[src/rtl/prg_cache_bridge.sv]
// Cartridge PRG bus to SDRAM bridge with a small direct-mapped 16-bit read cache.
// Reads are cached, writes go through to SDRAM; one extra strobe event can be queued.
module prg_cache_bridge #(
    parameter int ADDR_BITS   = 23,
    parameter int LINES       = 8,
    parameter int SYNC_STAGES = 3
) (
    input  logic                 clk,
    input  logic                 reset,
    input  logic [ADDR_BITS-1:0] addr,
    input  logic [7:0]           data_in,
    output logic [7:0]           data_out,
    input  logic                 oe,
    input  logic                 we,
    output logic                 refresh,
    output logic                 overflow,
    output logic                 ram_req,
    output logic                 ram_we,
    output logic [ADDR_BITS-2:0] ram_addr,
    output logic [15:0]          ram_wdata,
    output logic [1:0]           ram_wm,
    input  logic [15:0]          ram_rdata,
    input  logic                 ram_ack
);
    localparam int WORD_W = ADDR_BITS - 1;
    localparam int IDX_W  = $clog2(LINES);
    localparam int TAG_W  = WORD_W - IDX_W;

    typedef enum logic [1:0] {IDLE, RD_WAIT, WR_WAIT} state_t;
    state_t state, state_next;

    logic [SYNC_STAGES-1:0] oe_sync, we_sync;
    logic                   rd_evt, wr_evt;

    logic [LINES-1:0] line_valid;
    logic [TAG_W-1:0] line_tag  [LINES];
    logic [15:0]      line_data [LINES];

    logic                 pend_valid, pend_we;
    logic [ADDR_BITS-1:0] pend_addr;
    logic [7:0]           pend_data;

    logic                 go, go_we, go_hit;
    logic [ADDR_BITS-1:0] go_addr;
    logic [7:0]           go_data;
    logic [WORD_W-1:0]    go_word;
    logic [IDX_W-1:0]     go_idx;
    logic [TAG_W-1:0]     go_tag;
    logic                 q_in, q_we, drop;
    logic                 do_hit, do_miss, do_write, do_fill;

    logic [ADDR_BITS-1:0] cur_addr;
    logic [WORD_W-1:0]    cur_word;
    logic [IDX_W-1:0]     cur_idx;
    logic [TAG_W-1:0]     cur_tag;

    always_ff @(posedge clk) begin
        if (reset) begin
            oe_sync <= '0;
            we_sync <= '0;
        end else begin
            oe_sync <= {oe_sync[SYNC_STAGES-2:0], oe};
            we_sync <= {we_sync[SYNC_STAGES-2:0], we};
        end
    end

    assign rd_evt = oe_sync[SYNC_STAGES-2] & ~oe_sync[SYNC_STAGES-1];
    assign wr_evt = ~we_sync[SYNC_STAGES-2] & we_sync[SYNC_STAGES-1];

    // A queued event always beats a fresh one; a write colliding with a read waits behind it.
    always_comb begin
        go      = 1'b0;
        go_we   = 1'b0;
        go_addr = addr;
        go_data = data_in;
        q_in    = 1'b0;
        q_we    = 1'b0;
        drop    = 1'b0;
        if (state == IDLE) begin
            if (pend_valid) begin
                go      = 1'b1;
                go_we   = pend_we;
                go_addr = pend_addr;
                go_data = pend_data;
                if (rd_evt) begin
                    q_in = 1'b1;
                    drop = wr_evt;
                end else if (wr_evt) begin
                    q_in = 1'b1;
                    q_we = 1'b1;
                end
            end else if (rd_evt) begin
                go   = 1'b1;
                q_in = wr_evt;
                q_we = 1'b1;
            end else if (wr_evt) begin
                go    = 1'b1;
                go_we = 1'b1;
            end
        end else if (rd_evt || wr_evt) begin
            if (pend_valid) begin
                drop = 1'b1;
            end else begin
                q_in = 1'b1;
                q_we = ~rd_evt;
                drop = rd_evt & wr_evt;
            end
        end
    end

    assign go_word  = go_addr[ADDR_BITS-1:1];
    assign go_idx   = go_word[IDX_W-1:0];
    assign go_tag   = go_word[WORD_W-1:IDX_W];
    assign go_hit   = line_valid[go_idx] && (line_tag[go_idx] == go_tag);
    assign cur_word = cur_addr[ADDR_BITS-1:1];
    assign cur_idx  = cur_word[IDX_W-1:0];
    assign cur_tag  = cur_word[WORD_W-1:IDX_W];

    always_ff @(posedge clk) begin
        if (reset) state <= IDLE;
        else       state <= state_next;
    end

    always_comb begin
        state_next = state;
        do_hit     = 1'b0;
        do_miss    = 1'b0;
        do_write   = 1'b0;
        do_fill    = 1'b0;
        case (state)
            IDLE: begin
                if (go) begin
                    if (go_we) begin
                        do_write   = 1'b1;
                        state_next = WR_WAIT;
                    end else if (go_hit) begin
                        do_hit = 1'b1;
                    end else begin
                        do_miss    = 1'b1;
                        state_next = RD_WAIT;
                    end
                end
            end
            RD_WAIT: begin
                if (ram_ack) begin
                    do_fill    = 1'b1;
                    state_next = IDLE;
                end
            end
            WR_WAIT: begin
                if (ram_ack) state_next = IDLE;
            end
            default: state_next = IDLE;
        endcase
    end

    always_ff @(posedge clk) begin
        if (reset) begin
            line_valid <= '0;
            ram_req    <= 1'b0;
            refresh    <= 1'b0;
            overflow   <= 1'b0;
            pend_valid <= 1'b0;
            pend_we    <= 1'b0;
            pend_addr  <= '0;
            pend_data  <= '0;
            data_out   <= 8'h00;
            ram_we     <= 1'b0;
            ram_addr   <= '0;
            ram_wdata  <= '0;
            ram_wm     <= '0;
            cur_addr   <= '0;
        end else begin
            ram_req <= do_miss | do_write;
            refresh <= do_hit;
            if (drop) overflow <= 1'b1;
            if (q_in) begin
                pend_valid <= 1'b1;
                pend_we    <= q_we;
                pend_addr  <= addr;
                pend_data  <= data_in;
            end else if (state == IDLE && pend_valid) begin
                pend_valid <= 1'b0;
            end
            if (do_hit) data_out <= go_addr[0] ? line_data[go_idx][15:8] : line_data[go_idx][7:0];
            if (do_miss) begin
                ram_we   <= 1'b0;
                ram_addr <= go_word;
                cur_addr <= go_addr;
            end
            if (do_write) begin
                ram_we    <= 1'b1;
                ram_addr  <= go_word;
                ram_wdata <= {go_data, go_data};
                ram_wm    <= go_addr[0] ? 2'b01 : 2'b10;
            end
            if (do_fill) begin
                line_valid[cur_idx] <= 1'b1;
                data_out <= cur_addr[0] ? ram_rdata[15:8] : ram_rdata[7:0];
            end
        end
    end

    // Tag/data arrays need no reset; the valid bits alone gate their use.
    always_ff @(posedge clk) begin
        if (!reset) begin
            if (do_fill) begin
                line_tag[cur_idx]  <= cur_tag;
                line_data[cur_idx] <= ram_rdata;
            end
            if (do_write && go_hit) begin
                if (go_addr[0]) line_data[go_idx][15:8] <= go_data;
                else            line_data[go_idx][7:0]  <= go_data;
            end
        end
    end
endmodule

[config.mk]
export PLATFORM = sky130hd
export DESIGN_NAME = prg_cache_bridge
export DESIGN_NICKNAME = d
export VERILOG_FILES = /design/src/rtl/prg_cache_bridge.sv
export SDC_FILE = /design/constraint.sdc
export NUM_CORES = 1
export LEC_CHECK = 0
export BUFFER_PORTS_ARGS = -buffer_cell sky130_fd_sc_hd__buf_2
export CAP_MARGIN = 30
export CORE_UTILIZATION = 55
export CTS_BUF_LIST = sky130_fd_sc_hd__clkbuf_4
export DETAILED_ROUTE_END_ITERATION = 8
export PLACE_DENSITY = 0.74
export SLEW_MARGIN = 20
export SYNTH_ARGS = -nofsm -noshare
export SYNTH_HDL_FRONTEND = slang
export SYNTH_SLANG_ARGS = --single-unit
[constraint.sdc]
create_clock -name clk -period 5.4 [get_ports clk]
set_clock_uncertainty 0.2 [all_clocks]
set_input_delay 0.27 -clock clk [delete_from_list [all_inputs] [get_ports clk]]
set_output_delay 0.27 -clock clk [all_outputs]
set_load 0.05 [all_outputs]
==> metrics.md <==
| Metric | Value |
|---|---|
| Synth async-reset ratio | `0` |
| DR vias | `between 10,000 and 15,000` |
| CTS buffer count | `99` |
| Status | `complete, no violations` |
| Initial Util | `0.566` |
| Proportion of layout cells with a drive suffix above 1 | `0.250` |
| Initial antenna violation count | `2` |
| Data arrival time of the worst path | `between 5 and 6 ns` |
| DIE AREA | `between 30,000 and 40,000 µm²` |
| P per Cell Area | `~320 nW/µm²` |
| Final min period | `5.04 ns` |
| Peak fanout along the critical path | `24` |
| DR WL/cell | `23.2 µm` |
| Max clock buf depth | `3` |
| Core Footprint | `around 30,000 µm²` |
| Place WS | `0.508 ns` |
| Rows | `64` |
| Yosys reg bits | `a little under 400` |
| WL final | `47,500 µm` |
| CP required | `approximately 5.6 ns` |
| Die width | `180 µm` |
| Postcts setup bufs | `0` |
| Syn nets | `1,403` |
| Netlist cell types | `56` |
| Root Driver | `clkbuf_4` |
| Syn Area/Cell | `13.0 µm²` |
| Post-synth top flop | `edfxtp_1` |
| First-pass GRT wire length | `slightly above 70,000 µm` |
| # IOs | `about 100` |
| P&R area growth vs syn | `17.9%` |
| Crit end category | `register` |
| Final setup margin | `about 0.36 ns` |
| Max-cap violations | `0` |
| All-layer global routing usage | `0.291` |
| TritonCTS clock tree | `yes` |
| Die height | `~180 µm` |
| Final period utilization | `0.934` |
| CTS sink cnt | `about 400` |
| IO buf count | `103` |
| Ys Warns | `0` |
| Detailed Place HPWL | `approximately 30,000 µm` |
| Top cells by area, synth | `edfxtp_1 48%, dfxtp_1 13%, mux2i_1 11%, mux4_2 4.3%, a211oi_1 2.9%` |
| Fmax | `198 MHz` |
| Max-slew violations | `0` |
| Final hold violations | `0` |
| Leak pwr | `roughly 7.5 nW` |
| Vias per Instance | `6.23` |
| Pre-Repair DR Iteration Count | `6` |
| Hold path depth | `3` |
| Post-synthesis cell area | `17,500 µm²` |
| Startpoint types | `register` |
| GRT overflow | `0` |
| RSZ-0062 raised after global routing | `false` |
| DR iter-0 viols | `approximately 1,500` |
| Aggregate negative setup slack | `0 ns` |
| Synth area leader | `edfxtp_1` |
| Min-delay worst type | `in2reg` |
| Max_slew headroom | `0.310` |
| Final Cell Area | `approximately 20,000 µm²` |
| Crit Path Class | `reg2reg` |
| Total power | `roughly 0.0067 W` |
| Clk_lat worst skew | `around 0.77 ns` |
| Max VDD drop | `around 0.22 mV` |
| Hold Buf Count CTS | `59` |
| Setup Viol. Count Final | `0` |
| Clock transition at the registers of the reported paths | `about 0.06 ns` |
| Post-synth top area share | `0.481` |
| Post-synthesis cell count | `between 1,000 and 1,500` |
| DRC viols | `0` |
| Post-CTS sizing | `0` |
| Routability-driven placement congestion ratio | `a little over 0.9` |
| Seq/Total Area, Yosys | `0.614` |
| Post-synth EDFFs | `280` |
| R2R depth | `14` |
| DP Area | `between 15,000 and 20,000 µm²` |
| Post-DRT Antenna Nets | `0` |
| Worst-margin pin slew | `just over 1 ns` |
| Nets | `~1,600` |
| Number of global-route vias before repair | `about 13,000` |
| Clock H-tree levels | `3` |
| Pin count of the biggest net entering global routing | `73` |
## worst max-delay path, cell delays in order, from the launching register on
cell and delay, ns:
dfxtp_1 0.32, inv_1 0.09, ha_1 0.31, buf_4 0.33, nand4b_1 0.13, o31a_1 0.15, buf_4 0.19, o32a_1 0.37
and3_1 0.17, or4_1 0.45, nor4_2 0.46, nand4_1 0.32, mux2_2 0.41, a211oi_1 0.54, buf_2 0.28
## layout make-up
cell class,count,area (µm²)
inverter,13,48.8
antenna,2,5.00
tap,396,495
clock buffer,155,1160
fill,2229,10300
clock inverter,32,176
sequential,396,10700
multi-input combinational,833,6340
timing repair buffer,226,1640
## Yosys cell counts, drive strengths merged (3+ instances only)
cell,n
dfxtp,116
clkbuf,58
o32a,13
and2,5
buf,49
a31oi,17
o32ai,11
nand4,5
a21o,5
o22ai,3
mux2i,188
a221oi,20
and4,5
or3,4
nand3,7
o21a,3
mux4,33
nor2b,11
a2111oi,3
nor3b,4
nor3,16
xor2,3
edfxtp,280
and3,24
xnor2,5
mux2,24
nor4,8
nand2b,4
a21oi,53
or4,3
nor2,109
or2,3
inv,13
a211oi,67
o21ai,25
o2111ai,8
nand2,121
## metrics by stage
step	hold WS, ns	util	instances
2_1_floorplan	0.198	-	1349
3_3_place_gp	0.218	0.602	1803
3_5_place_dp	0.220	0.603	1804
4_1_cts	0.0361	0.665	2050
5_1_grt	0.0578	0.667	2053
6_report	0.0916	0.667	2053
## flip-flops by register name, indices dropped and copies added, names as in the netlist, 2 cells and up
name / count
ram_wdata: 8
pend_data: 8
ram_wm: 2
cur_addr: 23
line_valid: 8
state: 2
we_sync: 3
ram_addr: 22
oe_sync: 3
line_data: 128
line_tag: 152
pend_addr: 23
data_out: 8
## metal layers
metal,share of wire,global-route usage,vias to the layer above
li1,-,-,5704
met1,0.40,0.394,6216
met2,0.47,0.447,746
met3,0.099,0.0707,128
met4,0.033,0.133,0
met5,0,0,-
## layout by cell type (no fill, tap or decap), drive strengths merged, types with 4 or more instances in the layout
master / instances
nand3: 7
buf: 167
edfxtp: 280
mux4: 33
and3: 24
nor3b: 4
nand2: 121
a21oi: 53
a221oi: 20
and2: 5
nor4: 8
nor2b: 11
a31oi: 17
and4: 5
or3: 4
o32ai: 11
xnor2: 5
o32a: 13
clkbuf: 155
dfxtp: 116
inv: 15
o2111ai: 8
mux2: 24
nand4: 5
mux2i: 188
o21ai: 25
clkinv: 28
nand2b: 4
nor3: 16
a211oi: 67
a21o: 5
nor2: 109
dlygate4sd3: 59
## where the power goes
group          switching (W)  total, W  internal, W  leakage, nW
clock                0.00122   0.00258      0.00136        0.797
combinational       0.000455  0.000709     0.000254         3.27
sequential         0.0000621   0.00338      0.00332         3.45
total                0.00174   0.00667      0.00494         7.52
## worst paths after layout
kind         slack (ns)        from               to
min reg2reg        0.23  we_sync[0]       we_sync[1]
max reg2reg        0.36    state[1]  line_data[7][1]
max                0.36    state[1]  line_data[7][1]
min                0.09          we       we_sync[0]
## cell families after synthesis
group	count (synthesis)	share of synthesized area
flops	396	0.614
mux	245	0.166
xor+xnor	8	0.00401
buf+inv	120	0.0296
fa+ha+maj	2	0.00143
simple gates	334	0.0876
compound gates	244	0.0979
No activity file was read; power rests on OpenSTA's default activity.
